## src/rtl/calc.sv

```systemverilog
// calc: signed up/down accumulator with sign activation for a binarised neuron.
// Define CALC_SATURATE_EN to clamp at the signed bounds; otherwise acc wraps.
module calc #(
  parameter int alu_width            = 12,
  parameter int signed ACT_THRESHOLD = 0
) (
  input  logic                 clk,
  input  logic                 rst,
  input  logic                 calc_1,
  input  logic                 calc_in,
  output logic [alu_width-1:0] agg_out2alu,
  output logic                 agg_out_acted
);

  localparam logic [alu_width-1:0] acc_max = {1'b0, {(alu_width-1){1'b1}}};
  localparam logic [alu_width-1:0] acc_min = {1'b1, {(alu_width-1){1'b0}}};
  localparam logic [alu_width-1:0] acc_one = {{(alu_width-1){1'b0}}, 1'b1};

  logic [alu_width-1:0] acc_r;
  logic [alu_width-1:0] acc_next_s;
  logic signed [31:0]   acc_ext_s;

  // Next accumulator value for an enabled edge: +1 on agree, -1 on disagree.
  always_comb begin
    acc_next_s = acc_r;
`ifdef CALC_SATURATE_EN
    if (!calc_in) begin
      if (acc_r == acc_max) begin
        acc_next_s = acc_r;
      end else begin
        acc_next_s = acc_r + acc_one;
      end
    end else begin
      if (acc_r == acc_min) begin
        acc_next_s = acc_r;
      end else begin
        acc_next_s = acc_r - acc_one;
      end
    end
`else
    if (!calc_in) begin
      acc_next_s = acc_r + acc_one;
    end else begin
      acc_next_s = acc_r - acc_one;
    end
`endif
  end

  // Accumulator register; reset wins over accumulation.
  always_ff @(posedge clk) begin
    if (!rst) begin
      acc_r <= '0;
    end else if (calc_1) begin
      acc_r <= acc_next_s;
    end else begin
      acc_r <= acc_r;
    end
  end

  // Sign-extend so the threshold compare is done at full integer width.
  always_comb begin
    acc_ext_s = 32'(signed'(acc_r));
  end

  assign agg_out2alu   = acc_r;
  assign agg_out_acted = (acc_ext_s >= ACT_THRESHOLD);

endmodule

```

## config.mk

```make
export PLATFORM = sky130hd
export DESIGN_NAME = calc
export DESIGN_NICKNAME = d
export VERILOG_FILES = /design/src/rtl/calc.sv
export SDC_FILE = /design/constraint.sdc
export NUM_CORES = 1
export LEC_CHECK = 0
export BUFFER_PORTS_ARGS = -buffer_cell sky130_fd_sc_hd__buf_2
export CORE_MARGIN = 4
export CORE_UTILIZATION = 35
export DETAILED_ROUTE_END_ITERATION = 6
export GPL_ROUTABILITY_DRIVEN = 1
export PLACE_DENSITY = 0.62
export SYNTH_ARGS = -nofsm -noshare
export SYNTH_HDL_FRONTEND = slang
export SYNTH_SLANG_ARGS = --single-unit
```

## constraint.sdc

```tcl
create_clock -name clk -period 2.1 [get_ports clk]
set_input_delay 0 -clock clk [delete_from_list [all_inputs] [get_ports clk]]
set_output_delay 0 -clock clk [all_outputs]
set_load 0.02 [all_outputs]
```

---- Word-level counts from Yosys, hierarchy flattened ----
Index checks and enable logic that the tools add are counted.
storage, ports and cells
  register bits after elaboration ......... 12
  bits of input ports ..................... 4
  output and inout port bits .............. 13
  logic and storage cells ................. 5
cells by class
  add/sub/neg operators ................... 2
  $lt $le $gt $ge ......................... 1
  muxes and demuxes ....................... 1
operators by type and width
  kind                     count
  $add A12 B1 Y12 const B  1
  $ge A12 B1 Y1 const B    1
  $mux W12                 1
  $sub A12 B1 Y12 const B  1

---- Depth between registers and ports, before layout ----
  depth in word-level cells ............... 2
  depth in mapped cells ................... 8
  gate-level depth less buffers ........... 8

---- Worst setup path after synthesis ----
OpenSTA, ideal clock, no wires.
  kind .................................... register to register
  start ................................... reg acc_r[3] (netlist: agg_out2alu[3])
  end ..................................... reg acc_r[7] (netlist: agg_out2alu[7])
  setup time .............................. 117 ps
  arrival time ............................ 1,866 ps
  required time ........................... 1,983 ps
  path slack .............................. 117 ps
  stages on the path, launching flop included .. 8
  buffers on the path ..................... 0
  clock period less this slack ............ 1,983 ps
  path through ............................ dfxtp_1 -> ha_1 -> a21o_1 -> a21oi_2 -> a21boi_2 -> o21a_1 -> or3_1 -> a32o_1
on the way
  longest elaborated chain between the ends .. 2
  elaborated cells on any way between the ends .. 3
  classes of those cells .................. add/sub (2); mux (1)
ends and longest elaborated chain
  element                                                    line    RTL
  from (decl)                                                19      logic [alu_width-1:0] acc_r;
  from (signal assigned)                                     54      acc_r <= acc_next_s;
  from (signal assigned)                                     56      acc_r <= acc_r;
  $add A12 B1 Y12 / $sub A12 B1 Y12 (equally long branches)  42, 44
  $mux W12 (*)                                               41      if (!calc_in) begin
Every way passes the cells marked *; elsewhere a longest branch is shown, timed or not.
A chain may end at the register's enable or synchronous reset.

---- Worst setup path after layout ----
Ends and elaborated chain as after synthesis.

==> results.cfg <==
[synth]
ys.flop_type = dfxtp_1
avgSynthCellArea_um2 = 8.554
synth-seq-area-share_pct = 25.53
synth.top_cell.area_share_pct = 25.53
ys_types = 36
synth.net_count = 125
yosys.area.top_type = dfxtp_1
syn-cell-area_um2 = 940.9
synthCells = 110
ys_ff_latch = 12
synth_edf_count = 0
synthTopCellsByCount = dfxtp_1, nand2_1, ha_1, nor2b_1
synth_warnings = 0
synth.area.top_cells = dfxtp_1, ha_1, mux2i_1, nor2b_1, nand2_1
synthArstFlopShare_pct = 0

[global_route]
track_usage_pct = 12.13
grt_pass1_wl_mm = 3.360
grt_antenna_before_repair = 0
grt_max_degree = 18
grt_pass1_vias = 770
overflow = 0

[detailed_routing]
wl_per_cell_um = 12.36
top_layer_used = met4
num_vias = 838
first_iter_violations = 16
met3WireLength_um = 89
drtPass1Iterations = 4
ant_nets = 0
route.met2.wl_um = 919
wl_met1_um = 918
routed_via_density = 5.338
drt_wl_total_mm = 1.941
route.detailed.drc = 0

[sta]
finalHoldWorstSlack_ps = 120.1
maxSlewViolCount = 0
fin_crit_sh_pct = 92.73
fin_crit_ps = 1947
max_freq_mhz = 513.6
tns_ps = 0
worst_pin_slew_ps = 427.7
setup_viol = 0
grt_setup_unrepaired = false
hold_violations = 0
slew_headroom_pct = 71.27
clock_skew_ps = 5.944

[placed_design]
gp_congestion = 0.7644
port_buffers = 16
dp_hpwl_mm = 1.437

[floorplanning]
start_util_pct = 37.30
num_io_pins = 17
die_w_um = 59.85
dieHeight_um = 59.85
dieArea_mm2 = 0.003582
core_mm2 = 0.002522
rows = 18

[worst_hold_path]
holdPathStages = 3
holdPathEnd = agg_out2alu[11]
min_from = rst
min_path_type = input pin to flip-flop

[clock_network]
clock_path_buffers = 2
cts_setup_buffers = 0
htreeDepth = 1
cts.clk_slew.worst_paths_ps = 90
holdBufCountCts = 0
cts_resized = 0
clock_latency_ps = 280
ctsRootBufferMaster = clkbuf_4
cts_tree = yes
clkSinkCount = 12
numCtsBuffers = 3

[power_and_ir_drop]
p_leak_uw = 0.0005301
p_int_uw = 545.1
p_clk_share_pct = 21.7
ir_worst_vdd_mv = 0.4719
power_frac_comb_pct = 45.2
p_sw_share_pct = 38.38
p_sw_uw = 339.6
seq_power_share_pct = 33.2
p_per_area_mw_per_mm2 = 814.6

[worst_setup_path]
cp.required_ps = 2270
critPathKind = flip-flop to flip-flop
start_kind = flip-flop
r2r-end = agg_out2alu[7]
r2r-start = agg_out2alu[3]
worstPathMaxFanout = 4
worstPathArrival_ps = 2120
crit_path_end_kind = flip-flop
r2r_slack_ps = 150
reg2reg_depth = 7

[final_layout]
drive_above_1_share_pct = 18.90
largest_reg_flops = 12
nets = 143
syn_to_final_growth_pct = 15.43
antenna_cells = 0

[outcome]
status = finished, final reports clean

[run]
maxCapViolations = 0
[cells by family after synthesis]
logic type                 count (synthesis)  share of synthesized area [%]
and+or+nand+nor                           37                          20.61
AOI/OAI and AO/OA                         28                          21.54
DFF                                       12                          25.53
adders and majority gates                 11                          15.43
buffers and inverters                      9                          3.723
muxes                                      7                          7.580
xor gates and xnor gates                   6                          5.586
[worst max-delay path by stage]
stage,start,to
6_report,agg_out2alu[3],agg_out2alu[7]
5_1_grt,agg_out2alu[0],agg_out2alu[8]
4_1_cts,agg_out2alu[3],agg_out2alu[7]
3_5_place_dp,agg_out2alu[3],agg_out2alu[7]
3_3_place_gp,agg_out2alu[3],agg_out2alu[7]
2_1_floorplan,agg_out2alu[3],agg_out2alu[7]
[stage by stage]
stage | worst slack [ps] | cell area [um2] | cells | total power (uW) | util, %
after floorplan | 117.0 | 940.9 | 110 | 605.6 | -
after global placement | 204.4 | 1046 | 153 | 691.1 | 41.47
after detailed placement | 184.0 | 1046 | 153 | 696.5 | 41.47
after CTS | 151.0 | 1082 | 157 | 895.9 | 42.91
after global routing | 20.20 | 1086 | 157 | 956.6 | 43.06
final | 152.8 | 1086 | 157 | 884.7 | 43.06
[layout make-up]
| cell class | instances | area, um2 |
|---|---|---|
| clock buffer | 4 | 36.28 |
| fill | 269 | 1436 |
| inverter | 6 | 22.52 |
| multi-input combinational | 89 | 669.4 |
| sequential | 12 | 240.2 |
| tap | 30 | 37.54 |
| timing repair buffer | 16 | 80.08 |
[cell usage in the layout, fill, tap and decap left out, types with 2 or more instances in the layout]
cell type / netlist / routed
nor2_1: 3 / 3
xor2_1: 3 / 3
dfxtp_1: 12 / 12
xnor2_1: 3 / 3
nand2_1: 12 / 12
nand3_1: 2 / 2
ha_1: 10 / 10
a21oi_1: 6 / 5
a21o_1: 3 / 3
a21oi_2: 1 / 2
nor3_1: 2 / 2
o211ai_1: 2 / 2
nand3b_1: 2 / 2
mux2i_1: 6 / 6
clkbuf_4: 0 / 3
o21a_1: 5 / 5
nor2b_1: 8 / 8
buf_2: 1 / 16
and2_1: 4 / 4
inv_1: 6 / 6
o31ai_1: 2 / 2
[power groups by stage]
stage / clock network (uW) / logic, uW / registers [uW]
6_report: 192 / 400 / 293
5_1_grt: 212 / 445 / 300
4_1_cts: 202 / 400 / 294
3_5_place_dp: 0 / 397 / 299
3_3_place_gp: 0 / 395 / 296
2_1_floorplan: 0 / 265 / 340
[per-layer routing]
metal	GRT usage, %	vias up
met2	20.37	15
met5	0	-
li1	-	432
met1	15.34	389
met3	3.888	2
met4	1.899	0
[critical path, stage by stage (launching register included)]
cell and delay, ps:
dfxtp_1 330, ha_1 330, a21o_1 210, a21oi_2 160, a21boi_2 90, o21a_1 180
or3_1 300, a32o_1 240
No activity file was read; power rests on OpenSTA's default activity.
